===== src/rtl/led_demo_pkg.sv =====
// Shared definitions for the LED demo blocks: button FSM states and default
// timing constants for a 100 MHz system clock.
package led_demo_pkg;

    typedef enum logic [1:0] {
        IDLE,
        PRESSED,
        REPEAT
    } btn_state_e;

    localparam int unsigned CLK_HZ                  = 100_000_000;
    localparam int unsigned DEFAULT_DEBOUNCE_CYCLES = 1_000_000;   // 10 ms
    localparam int unsigned DEFAULT_LONG_CYCLES     = 100_000_000; // 1 s
    localparam int unsigned DEFAULT_REPEAT_CYCLES   = 20_000_000;  // 200 ms

endpackage


===== src/rtl/btn_sync.sv =====
// Two-flop synchroniser for an asynchronous board input; synchronous
// active-high reset clears both stages to 0.
module btn_sync (
    input  logic clk,
    input  logic rst,
    input  logic d_i,
    output logic q_o
);

    logic meta_q;

    always_ff @(posedge clk) begin
        if (rst) begin
            meta_q <= 1'b0;
            q_o    <= 1'b0;
        end else begin
            meta_q <= d_i;
            q_o    <= meta_q;
        end
    end

endmodule


===== src/rtl/button_conditioner.sv =====
// Push-button front end: synchronise, debounce, then turn the clean level into
// single-cycle press / release / long-press / auto-repeat strobes.
module button_conditioner
    import led_demo_pkg::*;
#(
    parameter int unsigned DEBOUNCE_CYCLES = DEFAULT_DEBOUNCE_CYCLES,
    parameter int unsigned LONG_CYCLES     = DEFAULT_LONG_CYCLES,
    parameter int unsigned REPEAT_CYCLES   = DEFAULT_REPEAT_CYCLES,
    parameter int unsigned CNT_W           = 32
) (
    input  logic clk,
    input  logic rst,
    input  logic button_raw,
    output logic btn_level,
    output logic press_pulse,
    output logic release_pulse,
    output logic long_pulse,
    output logic repeat_pulse
);

    localparam logic [CNT_W-1:0] CntOne   = CNT_W'(1);
    localparam logic [CNT_W-1:0] DbLast   = CNT_W'(DEBOUNCE_CYCLES - 1);
    localparam logic [CNT_W-1:0] LongLast = CNT_W'(LONG_CYCLES - 1);
    localparam logic [CNT_W-1:0] RepLast  = CNT_W'(REPEAT_CYCLES - 1);

    logic             sync_btn;
    logic             accept;
    logic [CNT_W-1:0] db_cnt;
    logic [CNT_W-1:0] hold_cnt;
    logic [CNT_W-1:0] rep_cnt;
    btn_state_e       state;

    btn_sync u_sync (
        .clk (clk),
        .rst (rst),
        .d_i (button_raw),
        .q_o (sync_btn)
    );

    // A level change is accepted on the edge where the mismatch run hits DEBOUNCE_CYCLES.
    assign accept = (sync_btn != btn_level) && (db_cnt == DbLast);

    always_ff @(posedge clk) begin
        if (rst) begin
            db_cnt        <= '0;
            hold_cnt      <= '0;
            rep_cnt       <= '0;
            state         <= IDLE;
            btn_level     <= 1'b0;
            press_pulse   <= 1'b0;
            release_pulse <= 1'b0;
            long_pulse    <= 1'b0;
            repeat_pulse  <= 1'b0;
        end else begin
            press_pulse   <= 1'b0;
            release_pulse <= 1'b0;
            long_pulse    <= 1'b0;
            repeat_pulse  <= 1'b0;

            if (sync_btn == btn_level) begin
                db_cnt <= '0;
            end else if (accept) begin
                db_cnt    <= '0;
                btn_level <= ~btn_level;
            end else begin
                db_cnt <= db_cnt + CntOne;
            end

            // Accepted falls are tested first so a release beats a coincident terminal count.
            unique case (state)
                IDLE: begin
                    if (accept) begin
                        state       <= PRESSED;
                        press_pulse <= 1'b1;
                        hold_cnt    <= '0;
                    end
                end
                PRESSED: begin
                    if (accept) begin
                        state         <= IDLE;
                        release_pulse <= 1'b1;
                    end else if (hold_cnt == LongLast) begin
                        state      <= REPEAT;
                        long_pulse <= 1'b1;
                        rep_cnt    <= '0;
                    end else begin
                        hold_cnt <= hold_cnt + CntOne;
                    end
                end
                REPEAT: begin
                    if (accept) begin
                        state         <= IDLE;
                        release_pulse <= 1'b1;
                    end else if (rep_cnt == RepLast) begin
                        repeat_pulse <= 1'b1;
                        rep_cnt      <= '0;
                    end else begin
                        rep_cnt <= rep_cnt + CntOne;
                    end
                end
                default: state <= IDLE;
            endcase
        end
    end

endmodule

===== config.mk =====
export PLATFORM = sky130hd
export DESIGN_NAME = button_conditioner
export DESIGN_NICKNAME = d
export VERILOG_FILES = /design/src/rtl/led_demo_pkg.sv /design/src/rtl/btn_sync.sv /design/src/rtl/button_conditioner.sv
export SDC_FILE = /design/constraint.sdc
export NUM_CORES = 1
export LEC_CHECK = 0
export ABC_AREA = 1
export CORE_ASPECT_RATIO = 1.75
export CORE_MARGIN = 8
export CORE_UTILIZATION = 25
export DETAILED_ROUTE_END_ITERATION = 8
export DONT_BUFFER_PORTS = 1
export GPL_TIMING_DRIVEN = 0
export PLACE_DENSITY_LB_ADDON = 0.3
export SLEW_MARGIN = 30
export SYNTH_ARGS = -nofsm -noshare
export SYNTH_HDL_FRONTEND = slang
export SYNTH_SLANG_ARGS = --single-unit

===== constraint.sdc =====
create_clock -name clk -period 3.2 [get_ports clk]
set_input_delay 0.48 -clock clk [delete_from_list [all_inputs] [get_ports clk]]
set_output_delay 0.48 -clock clk [all_outputs]
set_load 0.03 [all_outputs]

After elaboration in Yosys (flattened, before gate mapping)
Cells that the tools add are included.
- bits in registers: 105
- input port bits: 3
- output and inout port bits: 5
- word-level logic and storage cells: 65
- add/sub/neg operators: 3
- equal/unequal tests: 14
- mux-type cells: 17
- bitwise gates (word level): 6
- reduce and logical (&&, ||, !) cells: 14
- operators with widths (operator ; count):
    32-bit two-way mux ; 7
    32-bit case mux with 2 select lines ; 2
    32-bit by 1-bit adder with 32-bit output, second input constant ; 3
    32-bit by 20-bit == test with 1-bit output, second input constant ; 1
    32-bit by 25-bit == test with 1-bit output, second input constant ; 1
    32-bit by 27-bit == test with 1-bit output, second input constant ; 1
    2-bit inequality test, second input constant ; 6
    3-bit OR reduction ; 3
    2-bit two-way mux ; 4
    4-bit AND reduction ; 2
    1-bit NOT ; 6
    2-bit case mux with 3 select lines ; 1
    2-bit OR reduction ; 3
    2-bit nonzero test ; 2
    1-bit two-way mux ; 3
    3-bit inequality test, second input constant ; 1
    3-bit AND reduction ; 1
    2-bit by 1-bit == test with 1-bit output, second input constant ; 1
    2-bit == test, second input constant ; 1
    2-bit zero test ; 1
    2-bit AND reduction ; 1
    1-bit == test ; 1
    1-bit logical AND ; 1
    1-bit inequality test ; 1

Depth between registers and ports, before layout
- word-level depth: 4
- depth in mapped cells: 14

Modules after synthesis
From an unflattened synthesis, not the netlist that was laid out.
- cell total of the unflattened synthesis: 1173
- area, all modules: 6910.4 µm²
- by module, submodules not included (module ; instances ; cells an instance ; area an instance (µm²)):
    button_conditioner ; 1 ; 1167 ; 6855.3
    btn_sync ; 1 ; 6 ; 55.1

Worst setup path before layout
OpenSTA, ideal clock, no wires.
- path kind: register to register
- start point: reg hold_cnt[0]
- end point: reg hold_cnt[30]
- setup time: 113 ps
- arrival time: 1701 ps
- slack: 1386 ps
- stages on the path, launching flop included: 12
- path buffers: 1
- clock period less this slack: 1814 ps
- cells stage by stage: dfxtp_1 -> ha_1 -> nand3_1 -> inv_2 -> nand2_2 -> nor3_4 -> nand3_4 -> nand3_4 -> buf_6 -> nand2_1 -> nand2_1 -> nor2_1
- word-level cells in the longest chain between the ends: 4
- elaborated cells on any way between the ends: 7
- classes of those cells: 1 x add/sub; 2 x eq/ne; 3 x mux; 1 x reduce/logical
- RTL lines (item ; line ; text):
    start: declaration ; button_conditioner.sv:29 ; logic [CNT_W-1:0] hold_cnt;
    start signal: assignment ; button_conditioner.sv:87 ; hold_cnt <= hold_cnt + CntOne;
    32-bit by 1-bit adder with 32-bit output ; button_conditioner.sv:87 ;
    32-bit two-way mux ; button_conditioner.sv:82 ; end else if (hold_cnt == LongLast) begin
    32-bit two-way mux ; button_conditioner.sv:79 ; if (accept) begin
    32-bit case mux with 2 select lines ; button_conditioner.sv:70 ; unique case (state)
Parallel ways exist; a longest one is shown, timed or not. The select of a mux whose other input is x is not followed.
A chain may end at the register's enable or synchronous reset.

Worst setup path after layout
- start point: reg hold_cnt[0]
- end point: reg rep_cnt[13]
- word-level cells in the longest chain between the ends: 3
- RTL lines (item ; line ; text):
    32-bit by 27-bit == test with 1-bit output ; button_conditioner.sv:82 ;
    2-bit inequality test (no source line) ; - ;
    4-bit AND reduction (no source line) ; - ;
    end signal: assignment ; button_conditioner.sv:98 ; rep_cnt <= rep_cnt + CntOne;
    end: declaration ; button_conditioner.sv:30 ; logic [CNT_W-1:0] rep_cnt;
No other way between the ends.

==> metrics.yaml <==
die:
  start_util_pct: 25.4
  num_io_pins: 8
  num_rows: 80
  core_area_mm2: 0.0273
  die_h_um: 236
  dieArea_mm2: 0.0335
  die_w_um: 142
clocking:
  cts_buffer_depth: 2
  cts_max_level: 3
  clkLatencyLatePin_ps: 380
  path_clk_slew_ps: 90
  clock-sinks: 105
  postCtsSetupBuffers: 0
  cts_tree: "done"
  cts_buffers: 9
  cts.repair.resized: 0
  cts.hold.buffers_added: 0
  root_buffer: "clkbuf_16"
layout:
  area_growth_syn_to_layout_pct: 11.9
  stdcell_count: 1553
  regArea_mm2: 0.00210
  utilization_pct: 28.4
  fillCellCount: 3102
  fin_nets: 1188
  drive_gt1_share_pct: 6.50
  multi_input_area_mm2: 0.00427
  diodes: 0
  fin_area_mm2: 0.00776
timing:
  slew_headroom_pct: 53.9
  skew_ps: 14.3
  fin_ws_ps: 679
  hold_viol: 0
  tns_ps: 0
  setup_viol: 0
  hold_ws_ps: 198
  max_freq_ghz: 0.397
  worst_slew_pin_slew_ps: 692
  drv_slew: 0
  period_share_pct: 78.8
  rsz0062_at_grt: "no"
  finalWorstPathRequiredPeriod_ps: 2520
logic_synthesis:
  syn_nets: 1177
  synth_area_per_cell_um2: 5.94
  synth-seq-cells: 105
  ys.warnings.count: 0
  syn_inst: 1168
  synth-seq-area-share_pct: 30.3
  synth.distinct_cells: 36
  synth_area_mm2: 0.00694
setup_path:
  cp.required_ps: 3520
  cpLargestDelayFamily: "simple AND/OR/NAND/NOR gates"
  cp_max_fo: 10
  critPathLaunchType: "flip-flop"
  slowest_stage: "dfxtp_1"
  slowest_delay_ps: 470
  end_kind: "flip-flop"
  crit_type: "flip-flop to flip-flop"
  path_buf_inv: 1
  crit_arrival_ps: 2840
  worstPathCellList: "ha_1, nand3_1, nor2_2, nand3_1, nor2_2, nand3_4, nand2_4, buf_4, nand2_1, a21oi_1"
detailed_routing:
  drtIter0Drc: 413
  detail-route-antenna-nets: 0
  route.detailed.drc: 0
  wl_per_cell_um: 14.8
  vias: 7177
  wirelength_um: 23100
  drtPass1Iterations: 5
  via_per_inst: 4.62
place:
  io_buffer_count: 0
  gp_congestion: 0.973
  place_ws_ps: 661
  dp.cells: 1537
  placed_cell_area_mm2: 0.00740
  place_hpwl_um: 18300
global_routing:
  antenna_found_initial: 0
  globalRouteTotalUtil_pct: 14.3
  grt_start_max_net_pins: 20
  grt_pass1_wl_um: 37000
  grt_pass1_vias: 7144
  overflow: 0
pwr:
  powerDensity_mw_per_mm2: 479
  total_power_mw: 3.71
  ir_drop_mv: 0.299
  leakagePower_nw: 2.61
worst_hold_path:
  worstHoldPathType: "input port to flip-flop"
status:
  status: "finished, final reports clean"
flow_run:
  cap_violations: 0
-- placed cells by master, fill, tap and decap left out, drive strengths merged, types with 24 or more instances in the layout --
cell / n
nand2: 356
xor2: 25
nand4: 28
a21oi: 74
nor2: 262
nand3: 100
clkbuf: 24
dfxtp: 105
inv: 107
nor3: 26
-- registers in the layout, indices dropped and copies added (netlist names) --
signal / cells
u_sync.q_o: 1
state: 2
long_pulse: 1
press_pulse: 1
repeat_pulse: 1
release_pulse: 1
hold_cnt: 32
rep_cnt: 32
btn_level: 1
db_cnt: 32
u_sync.meta_q: 1
-- worst paths after layout --
check                           cells after the start                startpoint                        to  slack, ps
worst max-delay path                               10  hold_cnt[0]$_SDFFE_PP0P_  rep_cnt[13]$_SDFFE_PP0P_        680
worst min-delay path                                2                button_raw  u_sync.meta_q$_SDFF_PP0_        200
worst max register to register                     10  hold_cnt[0]$_SDFFE_PP0P_  rep_cnt[13]$_SDFFE_PP0P_        680
worst min register to register                      1      db_cnt[0]$_SDFF_PP0_      db_cnt[0]$_SDFF_PP0_        460
-- layout make-up --
| type | instances | area share, % |
|---|---|---|
| Clock buffer | 9 | 2.90 |
| Multi-Input combinational cell | 925 | 55.0 |
| Sequential cell | 105 | 27.1 |
| Buffer | 32 | 2.19 |
| Clock inverter | 7 | 1.76 |
| Tap cell | 369 | 5.95 |
| Inverter | 106 | 5.13 |
-- synthesized netlist by cell type --
| cell | number | area share (%) |
|---|---|---|
| buf_4 | 4 | 0.43 |
| a21oi_2 | 7 | 0.88 |
| clkinv_1 | 1 | 0.054 |
| nand2_4 | 4 | 0.65 |
| and3_1 | 3 | 0.27 |
| nor4_1 | 5 | 0.45 |
| ha_1 | 6 | 1.1 |
| or2_2 | 11 | 0.99 |
| nor3b_1 | 3 | 0.32 |
| nor3_4 | 1 | 0.23 |
| a21oi_1 | 67 | 4.8 |
| o21ai_1 | 2 | 0.14 |
| inv_2 | 3 | 0.16 |
| buf_6 | 3 | 0.49 |
| nor2_4 | 1 | 0.16 |
| nand3_2 | 2 | 0.29 |
| inv_1 | 102 | 5.5 |
| xor2_1 | 25 | 3.2 |
| nand2_2 | 3 | 0.27 |
| nand3_4 | 4 | 1.0 |
| o21a_1 | 1 | 0.11 |
| o31ai_1 | 1 | 0.11 |
| nor2_1 | 254 | 14 |
| nand4_2 | 1 | 0.18 |
| nand4_1 | 27 | 2.4 |
| xnor2_1 | 7 | 0.88 |
| nand3b_1 | 2 | 0.22 |
| nor3_1 | 25 | 1.8 |
| nor2_2 | 7 | 0.63 |
| nand2_1 | 349 | 19 |
| buf_2 | 10 | 0.72 |
| dfxtp_1 | 105 | 30 |
| clkbuf_1 | 15 | 0.81 |
| nand3_1 | 94 | 6.8 |
| o21ai_0 | 12 | 0.87 |
| a31oi_1 | 1 | 0.090 |
-- routing by layer --
metal  share of wire [%]  GRT usage, %  vias up
li1                    -             -     3718
met2                  54          27.6      114
met3                 2.0          2.35       70
met1                  36          12.8     3275
met4                 7.4          10.9        0
met5                   0             0        -
-- where the power goes --
part	internal, mW	leakage [nW]	switching (mW)
Combinational	0.261	1.59	0.627
Clock	0.784	0.172	0.599
Sequential	1.37	0.847	0.0705
Total	2.42	2.61	1.30
-- cell families after synthesis --
family	after synthesis	share of synthesized area [%]
AND/OR/NAND/NOR	796	49.3
buffers and inverters	138	8.19
flip-flops	105	30.3
AO/OA/AOI/OAI	91	7.04
XOR/XNOR	32	4.04
adder cells (fa/ha/maj)	6	1.08
-- worst register-to-register path, cell delays in order (launching register included) --
cell and delay (ps):
dfxtp_1 470, ha_1 350, nand3_1 170, nor2_2 280, nand3_1 130, nor2_2 240, nand3_4 230, nand2_4 170
buf_4 220, nand2_1 90, a21oi_1 120
(Power assumes the default switching activity.)
